`src/rtl/sha256_pkg.sv`:
```
// Shared SHA-256 constants, state/working-variable types and round helper functions.
package sha256_pkg;

  typedef enum logic [1:0] {
    IDLE  = 2'd0,
    ROUND = 2'd1,
    FINAL = 2'd2,
    HOLD  = 2'd3
  } state_e;

  typedef struct packed {
    logic [31:0] a;
    logic [31:0] b;
    logic [31:0] c;
    logic [31:0] d;
    logic [31:0] e;
    logic [31:0] f;
    logic [31:0] g;
    logic [31:0] h;
  } work_t;

  localparam logic [255:0] IV256 = {
    32'h6a09e667, 32'hbb67ae85, 32'h3c6ef372, 32'ha54ff53a,
    32'h510e527f, 32'h9b05688c, 32'h1f83d9ab, 32'h5be0cd19
  };

  localparam logic [255:0] IV224 = {
    32'hc1059ed8, 32'h367cd507, 32'h3070dd17, 32'hf70e5939,
    32'hffc00b31, 32'h68581511, 32'h64f98fa7, 32'hbefa4fa4
  };

  localparam logic [31:0] K [64] = '{
    32'h428a2f98, 32'h71374491, 32'hb5c0fbcf, 32'he9b5dba5,
    32'h3956c25b, 32'h59f111f1, 32'h923f82a4, 32'hab1c5ed5,
    32'hd807aa98, 32'h12835b01, 32'h243185be, 32'h550c7dc3,
    32'h72be5d74, 32'h80deb1fe, 32'h9bdc06a7, 32'hc19bf174,
    32'he49b69c1, 32'hefbe4786, 32'h0fc19dc6, 32'h240ca1cc,
    32'h2de92c6f, 32'h4a7484aa, 32'h5cb0a9dc, 32'h76f988da,
    32'h983e5152, 32'ha831c66d, 32'hb00327c8, 32'hbf597fc7,
    32'hc6e00bf3, 32'hd5a79147, 32'h06ca6351, 32'h14292967,
    32'h27b70a85, 32'h2e1b2138, 32'h4d2c6dfc, 32'h53380d13,
    32'h650a7354, 32'h766a0abb, 32'h81c2c92e, 32'h92722c85,
    32'ha2bfe8a1, 32'ha81a664b, 32'hc24b8b70, 32'hc76c51a3,
    32'hd192e819, 32'hd6990624, 32'hf40e3585, 32'h106aa070,
    32'h19a4c116, 32'h1e376c08, 32'h2748774c, 32'h34b0bcb5,
    32'h391c0cb3, 32'h4ed8aa4a, 32'h5b9cca4f, 32'h682e6ff3,
    32'h748f82ee, 32'h78a5636f, 32'h84c87814, 32'h8cc70208,
    32'h90befffa, 32'ha4506ceb, 32'hbef9a3f7, 32'hc67178f2
  };

  function automatic logic [31:0] rotr(input logic [31:0] x, input int unsigned n);
    return (x >> n) | (x << (32 - n));
  endfunction

  function automatic logic [31:0] big_sigma0(input logic [31:0] x);
    return rotr(x, 2) ^ rotr(x, 13) ^ rotr(x, 22);
  endfunction

  function automatic logic [31:0] big_sigma1(input logic [31:0] x);
    return rotr(x, 6) ^ rotr(x, 11) ^ rotr(x, 25);
  endfunction

  function automatic logic [31:0] small_sigma0(input logic [31:0] x);
    return rotr(x, 7) ^ rotr(x, 18) ^ (x >> 3);
  endfunction

  function automatic logic [31:0] small_sigma1(input logic [31:0] x);
    return rotr(x, 17) ^ rotr(x, 19) ^ (x >> 10);
  endfunction

  function automatic logic [31:0] ch(input logic [31:0] x, input logic [31:0] y,
                                    input logic [31:0] z);
    return (x & y) ^ (~x & z);
  endfunction

  function automatic logic [31:0] maj(input logic [31:0] x, input logic [31:0] y,
                                     input logic [31:0] z);
    return (x & y) ^ (x & z) ^ (y & z);
  endfunction

endpackage

```
`src/rtl/sha256_core_round.sv`:
```
// One combinational SHA-256 compression round: working variables in, updated variables out.
module sha256_round
  import sha256_pkg::*;
(
  input  work_t       cur,
  input  logic [31:0] kt,
  input  logic [31:0] wt,
  output work_t       nxt
);

  logic [31:0] t1;
  logic [31:0] t2;

  always_comb begin
    t1    = cur.h + big_sigma1(cur.e) + ch(cur.e, cur.f, cur.g) + kt + wt;
    t2    = big_sigma0(cur.a) + maj(cur.a, cur.b, cur.c);
    nxt.a = t1 + t2;
    nxt.b = cur.a;
    nxt.c = cur.b;
    nxt.d = cur.c;
    nxt.e = cur.d + t1;
    nxt.f = cur.e;
    nxt.g = cur.f;
    nxt.h = cur.g;
  end

endmodule

```
`src/rtl/sha256_core.sv`:
```
// Iterative SHA-256 block compressor, one round per clock, chaining state held between blocks.
// Build option: define SHA224_EN to start from the SHA-224 IV and blank the last digest word.
module sha256_core
  import sha256_pkg::*;
#(
  parameter int BlockWidth  = 512,
  parameter int DigestWidth = 256
) (
  input  logic                   pclk_i,
  input  logic                   preset_ni,
  input  logic                   enable_hash_i,
  input  logic                   reset_hash_i,
  input  logic [BlockWidth-1:0]  block_i,
  output logic                   idle_o,
  output logic                   hold_o,
  output logic [DigestWidth-1:0] digest_o,
  output logic                   digest_valid_o
);

  if (BlockWidth != 512) begin : g_bad_block_width
    $error("sha256_core: BlockWidth must be 512");
  end
  if (DigestWidth != 256) begin : g_bad_digest_width
    $error("sha256_core: DigestWidth must be 256");
  end

`ifdef SHA224_EN
  localparam logic [255:0] Iv = IV224;
`else
  localparam logic [255:0] Iv = IV256;
`endif

  state_e       state_q;
  state_e       state_d;
  logic [255:0] h_q;
  work_t        work_q;
  work_t        work_nxt;
  logic [255:0] work_flat;
  logic [31:0]  w_q [16];
  logic [31:0]  w_new;
  logic [5:0]   t_q;

  // w_q[0] is always W_t; w_new is W_{t+16}, shifted in as the window slides.
  assign w_new     = small_sigma1(w_q[14]) + w_q[9] + small_sigma0(w_q[1]) + w_q[0];
  assign work_flat = work_q;

  sha256_round u_round (
    .cur (work_q),
    .kt  (K[t_q]),
    .wt  (w_q[0]),
    .nxt (work_nxt)
  );

  always_comb begin
    state_d = state_q;
    if (reset_hash_i) begin
      state_d = IDLE;
    end else begin
      case (state_q)
        IDLE, HOLD: if (enable_hash_i) state_d = ROUND;
        ROUND:      if (t_q == 6'd63) state_d = FINAL;
        FINAL:      state_d = HOLD;
        default:    state_d = IDLE;
      endcase
    end
  end

  always_ff @(posedge pclk_i or negedge preset_ni) begin
    if (!preset_ni) begin
      state_q <= IDLE;
    end else begin
      state_q <= state_d;
    end
  end

  // The counter saturates at 63 so a stuck ROUND can never run a 65th round.
  always_ff @(posedge pclk_i or negedge preset_ni) begin
    if (!preset_ni) begin
      h_q    <= Iv;
      work_q <= '0;
      t_q    <= '0;
      for (int i = 0; i < 16; i++) w_q[i] <= '0;
    end else if (reset_hash_i) begin
      h_q <= Iv;
      t_q <= '0;
    end else begin
      case (state_q)
        IDLE, HOLD: begin
          if (enable_hash_i) begin
            work_q <= h_q;
            t_q    <= '0;
            for (int i = 0; i < 16; i++) w_q[i] <= block_i[BlockWidth-1-32*i -: 32];
          end
        end
        ROUND: begin
          work_q <= work_nxt;
          for (int i = 0; i < 15; i++) w_q[i] <= w_q[i+1];
          w_q[15] <= w_new;
          if (t_q != 6'd63) t_q <= t_q + 6'd1;
        end
        FINAL: begin
          for (int i = 0; i < 8; i++) h_q[32*i +: 32] <= h_q[32*i +: 32] + work_flat[32*i +: 32];
          t_q <= '0;
        end
        default: ;
      endcase
    end
  end

  assign idle_o         = (state_q == IDLE);
  assign hold_o         = (state_q == HOLD);
  assign digest_valid_o = (state_q == HOLD);

`ifdef SHA224_EN
  assign digest_o = {h_q[255:32], 32'h0000_0000};
`else
  assign digest_o = h_q;
`endif

endmodule

```
`config.mk`:
```
export PLATFORM = sky130hd
export DESIGN_NAME = sha256_core
export DESIGN_NICKNAME = d
export VERILOG_FILES = /design/src/rtl/sha256_pkg.sv /design/src/rtl/sha256_core_round.sv /design/src/rtl/sha256_core.sv
export SDC_FILE = /design/constraint.sdc
export NUM_CORES = 2
export LEC_CHECK = 0
export CAP_MARGIN = 15
export CORE_MARGIN = 2
export CORE_UTILIZATION = 50
export CTS_CLUSTER_DIAMETER = 50
export CTS_CLUSTER_SIZE = 8
export DETAILED_ROUTE_END_ITERATION = 16
export DONT_BUFFER_PORTS = 1
export GPL_TIMING_DRIVEN = 0
export PLACE_DENSITY = 0.61
export SLEW_MARGIN = 15
export SYNTH_ARGS = -nofsm -noshare
export SYNTH_HDL_FRONTEND = slang
export SYNTH_SLANG_ARGS = --single-unit
```
`constraint.sdc`:
```
create_clock -name pclk_i -period 8.74 [get_ports pclk_i]
set_input_delay 0.874 -clock pclk_i [delete_from_list [all_inputs] [get_ports pclk_i]]
set_output_delay 0.874 -clock pclk_i [all_outputs]
set_load 0.02 [all_outputs]
```
==> flow_summary.yaml <==
outcome:
  status: "finished, violations left"
  violations: "setup timing"
placement:
  io_buffers: 0
  gp_congestion: 1.07
  hpwl_mm: 271
  dp_slack_ns: -2.05
timing:
  fmax_mhz: 114
  skew_ns: 0.0615
  rsz0062_at_grt: "yes"
  fin_ws_ns: -0.0286
  finalSetupViolations: 2
  max-slew-margin-rel: 0.106
  min_period_ns: 8.77
  worst_pin_slew_ns: 1.34
  period_share: 1.00
  drv_slew: 0
  hold_violations: 0
grt:
  grt_pass1_vias: 64900
  grt_pass1_wl_mm: 486
  grtUsageTotal: 0.451
  grt-ovfl-total: 0
  grt_max_degree: 1033
  antenna_found_initial: 65
synth:
  syn_nets: 9270
  syn_area_um2: 73800
  synth.area.top_cells: "dfrtp_1, mux2i_1, o21ai_0"
  netlist.area_leader.share: 0.304
  synth_edf_count: 0
  ys_seq_elements: 1032
  syn_area_per_cell_um2: 9.05
  synth_seq_area_share: 0.352
  synth_cell_types: 93
  netlist_instances: 8158
  async_reset_ff_frac: 1.00
  synth_warnings: 0
  synth_top_area_cell: "dfrtp_1"
  synthFlopType: "dfrtp_1"
worst_setup_path:
  start_kind: "register"
  crit_path_max_incr_delay_ns: 0.60
  cp.required_ns: 9.37
  crit_fanout: 10
  crit_top_cell: "a21o_1"
  critPathCaptureType: "register"
  cp_slowest_cell: "fa_1"
  worst-setup-path-type: "register to register"
  rrSetupSlack_ns: -0.03
  cp.arrival_ns: 9.40
cts:
  cts_tree: "done"
  htreeDepth: 4
  numCtsBuffers: 165
  cts.sinks: 1032
  cts.path.max_buffers: 3
  clkLatencyLatePin_ns: 0.84
  cts_root_buf: "clkbuf_16"
  clkTransAtPathRegs_ns: 0.05
floorplanning:
  initial_utilization: 0.505
  design.die.area_um2: 151000
  rows: 140
  fp.dieW_um: 388
  core_area_um2: 146000
  pin_count: 775
  die_h_um: 388
run:
  cap_violations: 0
detailed_routing:
  drtIter0Drc: 7488
  wl_mm: 347
  vias: 66700
  drc_errors: 0
  ant_nets: 0
  post_drt_wl_per_cell_um: 33.2
  via_per_inst: 6.38
  firstDrtPassIters: 9
layout:
  drive_gt1_frac: 0.0801
  nets: 9478
  layout_common_cells: "nand2_1, o21ai_0, dfrtp_1"
  layout_commonest_cell: "nand2_1"
  syn_to_final_growth_pct: 12.4
min_path:
  worst_hold_path_type: "primary input to asynchronous set/reset pin"
-- cells in the mapped netlist (all sizes together) (11+ instances only) --
cell type and instances:
or3 30, mux2 31, a211o 71, xor2 197, ha 399, o22ai 19, mux2i 798, a211oi 81
o21a 69, o211ai 37, and3 38, nor3 90, maj3 21, o21ai 1038, dfstp 136, a31oi 43
clkbuf 476, nor3b 14, a311oi 16, o31ai 40, nor2 410, nor2b 72, nand4 21, nand2b 73
a21o 196, or2 34, fa 197, buf 38, a2111oi 15, o31a 11, nand3 61, dfrtp 896
and2 21, a21oi 470, o21bai 37, inv 419, nand2 1039, xnor2 347
-- routing by layer --
layer / vias to the layer above / global-route usage / share of wire
met2: 3735 / 0.691 / 0.44
met5: - / 0 / 0.00059
met4: 30 / 0.297 / 0.076
met3: 988 / 0.139 / 0.11
met1: 33000 / 0.547 / 0.37
li1: 28900 / - / -
-- per-stage QoR --
stage | hold WS, ns | setup TNS (ns) | cell area [um^2] | util | std cells
2_1_floorplan | 0.450 | 0 | 73800 | - | 8158
3_3_place_gp | 0.460 | -92.92 | 76200 | 0.522 | 10100
3_5_place_dp | 0.470 | -43.32 | 76600 | 0.525 | 10100
4_1_cts | -0.263 | 0 | 82400 | 0.564 | 10400
5_1_grt | 0.0516 | -0.111 | 83000 | 0.568 | 10400
6_report | 0.0108 | -0.0381 | 83000 | 0.568 | 10400
-- timing repair --
action,CTS,global route
setup endpoints to repair,44,11
gates resized for setup,85,96
buffers inserted,14,8
pin swaps,4,7
hold endpoints to repair,899,20
-- state kept, by name (all words and copies together) (netlist names) --
| register | count |
|---|---|
| w_q | 512 |
| digest_o | 256 |
| work_flat | 256 |
| t_q | 6 |
| state_q | 2 |
-- critical path: cells and delay by family, from the launching register on --
kind	cells	cell delay, ns
AOI/OAI and AO/OA	15	3.64
xor gates and xnor gates	2	0.32
adders and majority gates	4	1.76
buffers and inverters	5	1.48
DFF	1	0.48
muxes	1	0.16
and+or+nand+nor	4	0.70
-- worst paths after layout --
| check | startpoint | end | cells past startpoint |
|---|---|---|---|
| hold reg to reg | w_q[297] | w_q[297] | 2 |
| setup reg to reg | t_q[3] | work_flat[253] | 31 |
| min in group pclk_i | block_i[161] | w_q[161] | 2 |
| max in group asynchronous | preset_ni | w_q[118] | 3 |
| setup / recovery | t_q[3] | work_flat[253] | 31 |
| hold / removal | preset_ni | work_flat[33] | 1 |
-- cell type report --
class                   count  area [um^2]
diodes                     51          128
flip-flops and latches   1032        26000
inverters                 419         1580
plain buffers             509         2070
repair buffers             46          654
multi-input cells        6193        44800
fillers                 13300        63100
clock inverters            38          727
well taps                1917         2400
clock buffers             238         4620
-- logic make-up (layout without fill, tap and decap cells) --
logic type | count (synthesis) | count (layout) | synth area share
other | 0 | 51 | 0
flip-flops | 1032 | 1032 | 0.352
AO/OA/AOI/OAI | 2259 | 2259 | 0.183
AND/OR/NAND/NOR | 1936 | 1936 | 0.113
adder cells (fa/ha/maj) | 617 | 617 | 0.124
multiplexers | 837 | 837 | 0.115
buffers and inverters | 933 | 1250 | 0.0475
XOR/XNOR | 544 | 544 | 0.0645
Power is not shown: default switching activity piles up to over one toggle a cycle in this logic, so the estimate is an artifact.
